<file path="config.mk">
export PLATFORM = sky130hd
export DESIGN_NAME = ms_hold_buf
export DESIGN_NICKNAME = d
export VERILOG_FILES = /design/src/rtl/ms_hold_pkg.sv /design/src/rtl/ms_hold_ram.sv /design/src/rtl/ms_hold_buf.sv
export SDC_FILE = /design/constraint.sdc
export NUM_CORES = 1
export LEC_CHECK = 0
export BUFFER_PORTS_ARGS = -buffer_cell sky130_fd_sc_hd__buf_2
export CORE_UTILIZATION = 30
export CTS_CLUSTER_DIAMETER = 80
export DETAILED_ROUTE_END_ITERATION = 6
export GPL_TIMING_DRIVEN = 0
export RECOVER_POWER = 100
export SLEW_MARGIN = 20
export SYNTH_ARGS = -nofsm -noshare
export SYNTH_HDL_FRONTEND = slang
export SYNTH_SLANG_ARGS = --single-unit
</file>
<file path="constraint.sdc">
create_clock -name clk -period 4.6 [get_ports clk]
set_clock_uncertainty 0.15 [all_clocks]
set_input_delay 0.69 -clock clk [delete_from_list [all_inputs] [get_ports clk]]
set_output_delay 0.69 -clock clk [all_outputs]
set_load 0.005 [all_outputs]
</file>
<file path="src/rtl/ms_hold_pkg.sv">
// Shared defaults and helpers for the ms_hold holding buffer family.
package ms_hold_pkg;

  localparam int MS_HOLD_DEPTH_DEF = 4;
  localparam int MS_HOLD_SIZE_DEF  = 1;

  // Pointer width for a power-of-two depth.
  function automatic int ms_hold_pw(input int depth);
    return $clog2(depth);
  endfunction

endpackage

</file>
<file path="src/rtl/ms_hold_ram.sv">
// DEPTH x SIZE storage: one synchronous write port, one asynchronous read port, no reset.
module ms_hold_ram
  import ms_hold_pkg::*;
#(
  parameter int SIZE  = MS_HOLD_SIZE_DEF,
  parameter int DEPTH = MS_HOLD_DEPTH_DEF,
  localparam int PW   = ms_hold_pw(DEPTH)
) (
  input  logic            clk,
  input  logic            we,
  input  logic [PW-1:0]   waddr,
  input  logic [SIZE-1:0] wdata,
  input  logic [PW-1:0]   raddr,
  output logic [SIZE-1:0] rdata
);

  logic [SIZE-1:0] mem [DEPTH];

  always_ff @(posedge clk) begin
    if (we) mem[waddr] <= wdata;
  end

  assign rdata = mem[raddr];

endmodule

</file>
<file path="src/rtl/ms_hold_buf.sv">
// Parametrised valid/ready holding buffer with flush and occupancy count.
// Optional latch-like flow-through when empty is enabled by defining MS_HOLD_BYPASS_EN.
module ms_hold_buf
  import ms_hold_pkg::*;
#(
  parameter int SIZE  = MS_HOLD_SIZE_DEF,
  parameter int DEPTH = MS_HOLD_DEPTH_DEF,
  localparam int PW   = ms_hold_pw(DEPTH),
  localparam int CW   = PW + 1
) (
  input  logic            clk,
  input  logic            reset_l,
  input  logic            flush,
  input  logic            in_valid,
  output logic            in_ready,
  input  logic [SIZE-1:0] d,
  output logic            out_valid,
  input  logic            out_ready,
  output logic [SIZE-1:0] q,
  output logic [CW-1:0]   count
);

  localparam logic [CW-1:0] FULL_CNT = CW'(DEPTH);

  logic [PW-1:0]   wr_ptr;
  logic [PW-1:0]   rd_ptr;
  logic [CW-1:0]   cnt;
  logic [SIZE-1:0] rdata;
  logic            empty;
  logic            full;
  logic            byp;
  logic            push;
  logic            pop_mem;
  logic            we;

  assign empty = (cnt == '0);
  assign full  = (cnt == FULL_CNT);

`ifdef MS_HOLD_BYPASS_EN
  assign byp = empty && in_valid;
`else
  assign byp = 1'b0;
`endif

  assign in_ready  = !full;
  assign out_valid = !empty || byp;
  assign count     = cnt;

  always_comb begin
    q = '0;
    if (!empty)   q = rdata;
    else if (byp) q = d;
  end

  // A word that flows straight through an empty buffer never touches storage.
  assign push    = in_valid && in_ready && !(byp && out_ready);
  assign pop_mem = out_ready && !empty;
  assign we      = push && !flush;

  ms_hold_ram #(
    .SIZE  (SIZE),
    .DEPTH (DEPTH)
  ) u_ram (
    .clk   (clk),
    .we    (we),
    .waddr (wr_ptr),
    .wdata (d),
    .raddr (rd_ptr),
    .rdata (rdata)
  );

  always_ff @(posedge clk) begin
    if (!reset_l || flush) begin
      cnt    <= '0;
      wr_ptr <= '0;
      rd_ptr <= '0;
    end else begin
      if (push)    wr_ptr <= wr_ptr + PW'(1);
      if (pop_mem) rd_ptr <= rd_ptr + PW'(1);
      if (push && !pop_mem)      cnt <= cnt + CW'(1);
      else if (pop_mem && !push) cnt <= cnt - CW'(1);
    end
  end

endmodule

</file>
==> results of run 1 <==
where the power goes:
group          total [uW]  leakage [uW]  internal [uW]  switching [uW]
Combinational        46.8      0.000168           22.4            24.4
Clock                68.9     0.0000150           33.5            35.4
Sequential            131      0.000109            123            7.55
worst paths after layout:
path                            end  depth (start not counted)  slack, ps
max           count[2]$_SDFFE_PP0P_                         10       2090
min          rd_ptr[1]$_SDFFE_PP0P_                          2        390
max reg2reg   count[2]$_SDFFE_PP0P_                         10       2090
min reg2reg  rd_ptr[1]$_SDFFE_PP0P_                          2        390
per-layer routing:
metal	share of wire, %	vias up
li1	-	228
met1	48	221
met2	49	9
met3	2.9	0
met4	0	0
met5	0	-
final cells by class:
type                            count  share of cell area, %
Sequential cell                    13                   41.0
Multi-Input combinational cell     37                   40.5
Timing Repair Buffer               11                   6.67
Tap cell                           27                   4.62
Clock buffer                        4                   3.59
Inverter                            6                   3.08
Buffer                              1                  0.513
per-stage QoR:
stage / hold WS [ps] / instances / utilization, %
final: 386 / 99 / 37.3
after global routing: 434 / 99 / 37.3
after CTS: 389 / 99 / 38.0
after detailed placement: 370 / 95 / 36.7
after global placement: 359 / 95 / 36.7
after floorplan: 335 / 57 / -
worst max-delay path: stages, from the launching register on:
cell	delay, ps
dfxtp_1	450
nor3b_1	390
clkinv_1	210
nand2_1	200
inv_1	70
ha_1	230
inv_1	70
fa_1	170
xor2_1	80
or3_1	300
a21oi_1	130
kinds of logic after synthesis:
group                    share of synthesized area (%)
adder cells (fa/ha/maj)                           13.1
multiplexers                                      5.16
flip-flops                                        47.6
buffers and inverters                             4.17
AND/OR/NAND/NOR                                   16.3
XOR/XNOR                                          5.55
AO/OA/AOI/OAI                                     8.13
Yosys cell counts:
master,number
nor3b_1,4
nor3b_2,1
nand2b_1,1
o21ai_0,1
or3_1,2
dfxtp_1,9
a21oi_1,3
nand2_2,1
mux2i_1,1
nand3_1,2
ha_1,5
o311ai_1,1
edfxtp_1,4
clkbuf_1,1
o21ai_1,2
and2_1,1
inv_2,2
mux4_2,1
inv_1,4
o31ai_2,1
nor2_1,5
xor2_1,4
fa_1,1
==> flow_metrics.tcl, run 1 <==
set metrics [dict create \
    synth.top_cell.area_share_pct 28.6 \
    routabilityCongestion 0.676 \
    clock_sinks 13 \
    via_count 458 \
    antenna_cells 0 \
    wl_um 1070 \
    tns_ps 0 \
    area_growth_pct 16.1 \
    tightestPinTransition_ps 387 \
    worstSetupPathType "reg2reg" \
    die_h_um 47.8 \
    synth_cells 57 \
    avgRoutedWirePerCell_um 10.8 \
    routed_via_density 4.63 \
    yosys_warnings 0 \
    cellPowerDensity_nw_per_um2 337 \
    layout_common_cells "dfxtp_1 (9), clkbuf_1 (6), buf_2 (6)" \
    cts_hold_buffers 0 \
    drc 0 \
    ir_drop_mv 0.130 \
    hold_path_class "reg2reg" \
    netlist_area_um2 631 \
    drv_slew 0 \
    outcome "finished, final reports clean" \
    yosysTopAreaCell "dfxtp_1" \
    end_kind "flip-flop" \
    cts_tree "done" \
    setup_violations 0 \
    stdcell_area_um2 732 \
    dieArea_um2 2290 \
    grt_use_met2_pct 14.9 \
    cp.arrival_ps 2570 \
    finalCritPeriodShare_pct 54.7 \
    max_freq_mhz 398 \
    grt.total_usage_pct 10.1 \
    final_common_cell "dfxtp_1" \
    syn_nets 69 \
    top_usage_layer "met2" \
    portBuffers 11 \
    hpwl_um 828 \
    globalRouteMet1Util_pct 13.3 \
    slew_headroom_pct 74.1 \
    start_util_pct 32.1 \
    syn_area_per_cell_um2 11.1 \
    startpoint "count[2]$_SDFFE_PP0P_" \
    drive_gt1_share_pct 15.3 \
    fin_ws_ps 2090 \
    final_antenna_net_count 0 \
    core_um2 1960 \
    clock_latency_ps 260 \
    critPathMaxFanout 7 \
    power_leakage_uw 0.000292 \
    grt_overflow 0 \
    grt_pass1_wl_um 1560 \
    grt_setup_unrepaired "false" \
    place_ws_ps 2190 \
    synth_cell_type_count 23 \
    ys_seq_area_share_pct 47.6 \
    antenna_found_initial 0 \
    grt_pass1_vias 384 \
    drtIter0Drc 8 \
    fin_crit_ps 2510 \
    nNetsFinal 85 \
    rr_startpoint "count[2]$_SDFFE_PP0P_" \
    synth-seq-cells 13 \
    num-fill-cells 218 \
    seq_area_um2 300 \
    rows 16 \
    yosys-top-cells-area "dfxtp_1 (29%), edfxtp_1 (19%), ha_1 (9.9%), xor2_1 (5.6%), nor3b_1 (4.8%)" \
    multi_input_area_um2 297 \
    total_power_uw 247 \
    dr.pass1.iters 4 \
    cts.clk_slew.worst_paths_ps 80 \
    grt_max_degree 9 \
    use_met3_pct 2.26 \
    clockBufferDepth 2 \
    post_cts_resize_count 0 \
    maxCapViolations 0 \
    cts_buffers 3 \
    finalHoldViolCount 0 \
    postCtsSetupBuffers 0 \
    startpoint_type "flip-flop" \
    dpl-instance-area_um2 719 \
    hp-start "rd_ptr[1]$_SDFFE_PP0P_" \
    ios 12 \
    dieWidth_um 47.8 \
    htreeDepth 1 \
    critical_path_required_ps 4650 \
    cts-root-buf "clkbuf_4" \
]
(Power assumes the default switching activity.)
==> inputs of run 2 (changes only) <==
==> constraint.sdc (replaced) <==
create_clock -name clk -period 2.45 [get_ports clk]
set_clock_uncertainty 0.15 [all_clocks]
set_input_delay 0.3675 -clock clk [delete_from_list [all_inputs] [get_ports clk]]
set_output_delay 0.3675 -clock clk [all_outputs]
set_load 0.005 [all_outputs]
==> flow_metrics.tcl, run 2 (synthesis gave the netlist of run 1 again) <==
set metrics [dict create \
    routabilityCongestion 0.676 \
    hold_path_class "in2reg" \
    grt_max_degree 9 \
    drc 0 \
    swShare_pct 27.3 \
    cts-root-buf "clkbuf_4" \
    critical_path_required_ps 2500 \
    htreeDepth 1 \
    cp.arrival_ps 2290 \
    dieArea_um2 2290 \
    final_antenna_net_count 0 \
    antenna_cells 0 \
    dr.pass1.iters 4 \
    fin_crit_ps 2240 \
    multi_input_area_um2 304 \
    hpwl_um 828 \
    portBuffers 11 \
    cellPowerDensity_nw_per_um2 627 \
    layout_common_cells "buf_2 (8), dfxtp_1 (7), clkbuf_1 (5), nor2_1 (5), ha_1 (5)" \
    startpoint_type "flip-flop" \
    r2r_cells 10 \
    worstSetupPathType "reg2reg" \
    drv_slew 0 \
    finish.utilization_pct 37.9 \
    clock_power_share_pct 27.7 \
    finalHoldViolCount 0 \
    finalCritPeriodShare_pct 91.5 \
    grt_pass1_wl_um 1560 \
    power_leakage_uw 0.000301 \
    clock_latency_ps 260 \
    grt_overflow 0 \
    grt_setup_unrepaired "false" \
    area_growth_pct 18.1 \
    nNetsFinal 85 \
    rr_startpoint "count[2]$_SDFFE_PP0P_" \
    antenna_found_initial 0 \
    ir_drop_mv 0.234 \
    r2r_setup_slack_ps 210 \
    p_seq_share_pct 52.9 \
    wl_um 1060 \
    maxCapViolations 0 \
    whs_path_depth 1 \
    drtIter0Drc 8 \
    hold_end "u_ram.mem[1]$_DFFE_PP_" \
    tns_ps 0 \
    place_ws_ps 160 \
    routed_via_density 4.63 \
    setup_violations 0 \
    grt.total_usage_pct 10.1 \
    clockBufferDepth 2 \
    start_util_pct 32.1 \
    fin_ws_ps 208 \
    max_freq_mhz 446 \
    end_kind "flip-flop" \
    final_common_cell "buf_2" \
    seq_area_um2 303 \
    cts.clk_slew.worst_paths_ps 80 \
    intPower_uw 339 \
    power_frac_comb_pct 19.4 \
    core_um2 1960 \
    r2r-end "count[2]$_SDFFE_PP0P_" \
    dieWidth_um 47.8 \
    tightestPinTransition_ps 383 \
    clock_sinks 13 \
    grt_pass1_vias 384 \
    outcome "finished, final reports clean" \
    via_count 458 \
    drive_gt1_share_pct 26.4 \
    num-fill-cells 215 \
    cts_buffers 3 \
    rows 16 \
    slew_headroom_pct 74.1 \
    avgRoutedWirePerCell_um 10.7 \
    ios 12 \
    cts_tree "done" \
    hp-start "d" \
    p_switching_uw 127 \
    die_h_um 47.8 \
    total_power_uw 466 \
    critPathMaxFanout 7 \
]
==> run 2: changes by cell type in the layout (fill, tap and decap cells not counted), moves of 2 or more <==
cell,change
inv_2,+2
dfxtp_2,+2
dfxtp_1,-2
buf_2,+2
==> run 2: layer usage <==
layer  wire [um]  GRT usage [%]  vias to the layer above
met1         491           13.3                      218
met2         535           14.9                       11
met5           0              0                        -
li1            -              -                      229
met4           0           6.67                        0
met3          36           2.26                        0
==> run 2: repair_timing <==
item                                    in CTS  in global routing
hold buffers                                 0                  0
endpoints found under the setup margin       0                  1
resized for setup                            0                  2
setup buffers                                0                  0
==> run 2: critical path, stage by stage, from the launching register on <==
cell	delay, ps
dfxtp_1	360
nor3b_2	190
inv_2	90
nand2_2	90
inv_2	60
ha_1	190
inv_1	60
fa_1	370
xor2_1	180
or3_1	300
a21oi_1	130
==> run 2: power groups by stage <==
stage               clock network (uW)  logic [uW]  registers (uW)
floorplan                            0        61.8             249
global placement                     0        89.2             251
detailed placement                   0        92.1             251
CTS                                139        92.5             246
global route                       145         104             249
finish                             129        90.5             247
==> run 2: worst max-delay path by stage <==
stage                          startpoint                     to  slack, ps  cells past startpoint
finish              count[2]$_SDFFE_PP0P_  count[2]$_SDFFE_PP0P_        210                     10
global route        count[2]$_SDFFE_PP0P_  count[2]$_SDFFE_PP0P_         20                     10
CTS                 count[0]$_SDFFE_PP0P_  count[2]$_SDFFE_PP0P_        130                     10
detailed placement  count[0]$_SDFFE_PP0P_  count[2]$_SDFFE_PP0P_        160                     10
global placement    count[0]$_SDFFE_PP0P_  count[2]$_SDFFE_PP0P_        170                     10
floorplan           count[0]$_SDFFE_PP0P_  count[2]$_SDFFE_PP0P_        280                     10
==> run 2: area by class of cell <==
class	instances	share of cell area (%)
plain buffers	1	0.504
clock buffers	4	3.53
inverters	6	3.03
multi-input cells	37	40.8
flip-flops and latches	13	40.7
well taps	27	4.54
repair buffers	11	6.89
==> run 2: metrics by stage <==
step | instance area, um2 | hold WS [ps] | std cells
after floorplan | 631 | 316 | 57
after global placement | 719 | 359 | 95
after detailed placement | 719 | 370 | 95
after CTS | 746 | 154 | 99
after global routing | 744 | 217 | 99
final | 744 | 224 | 99
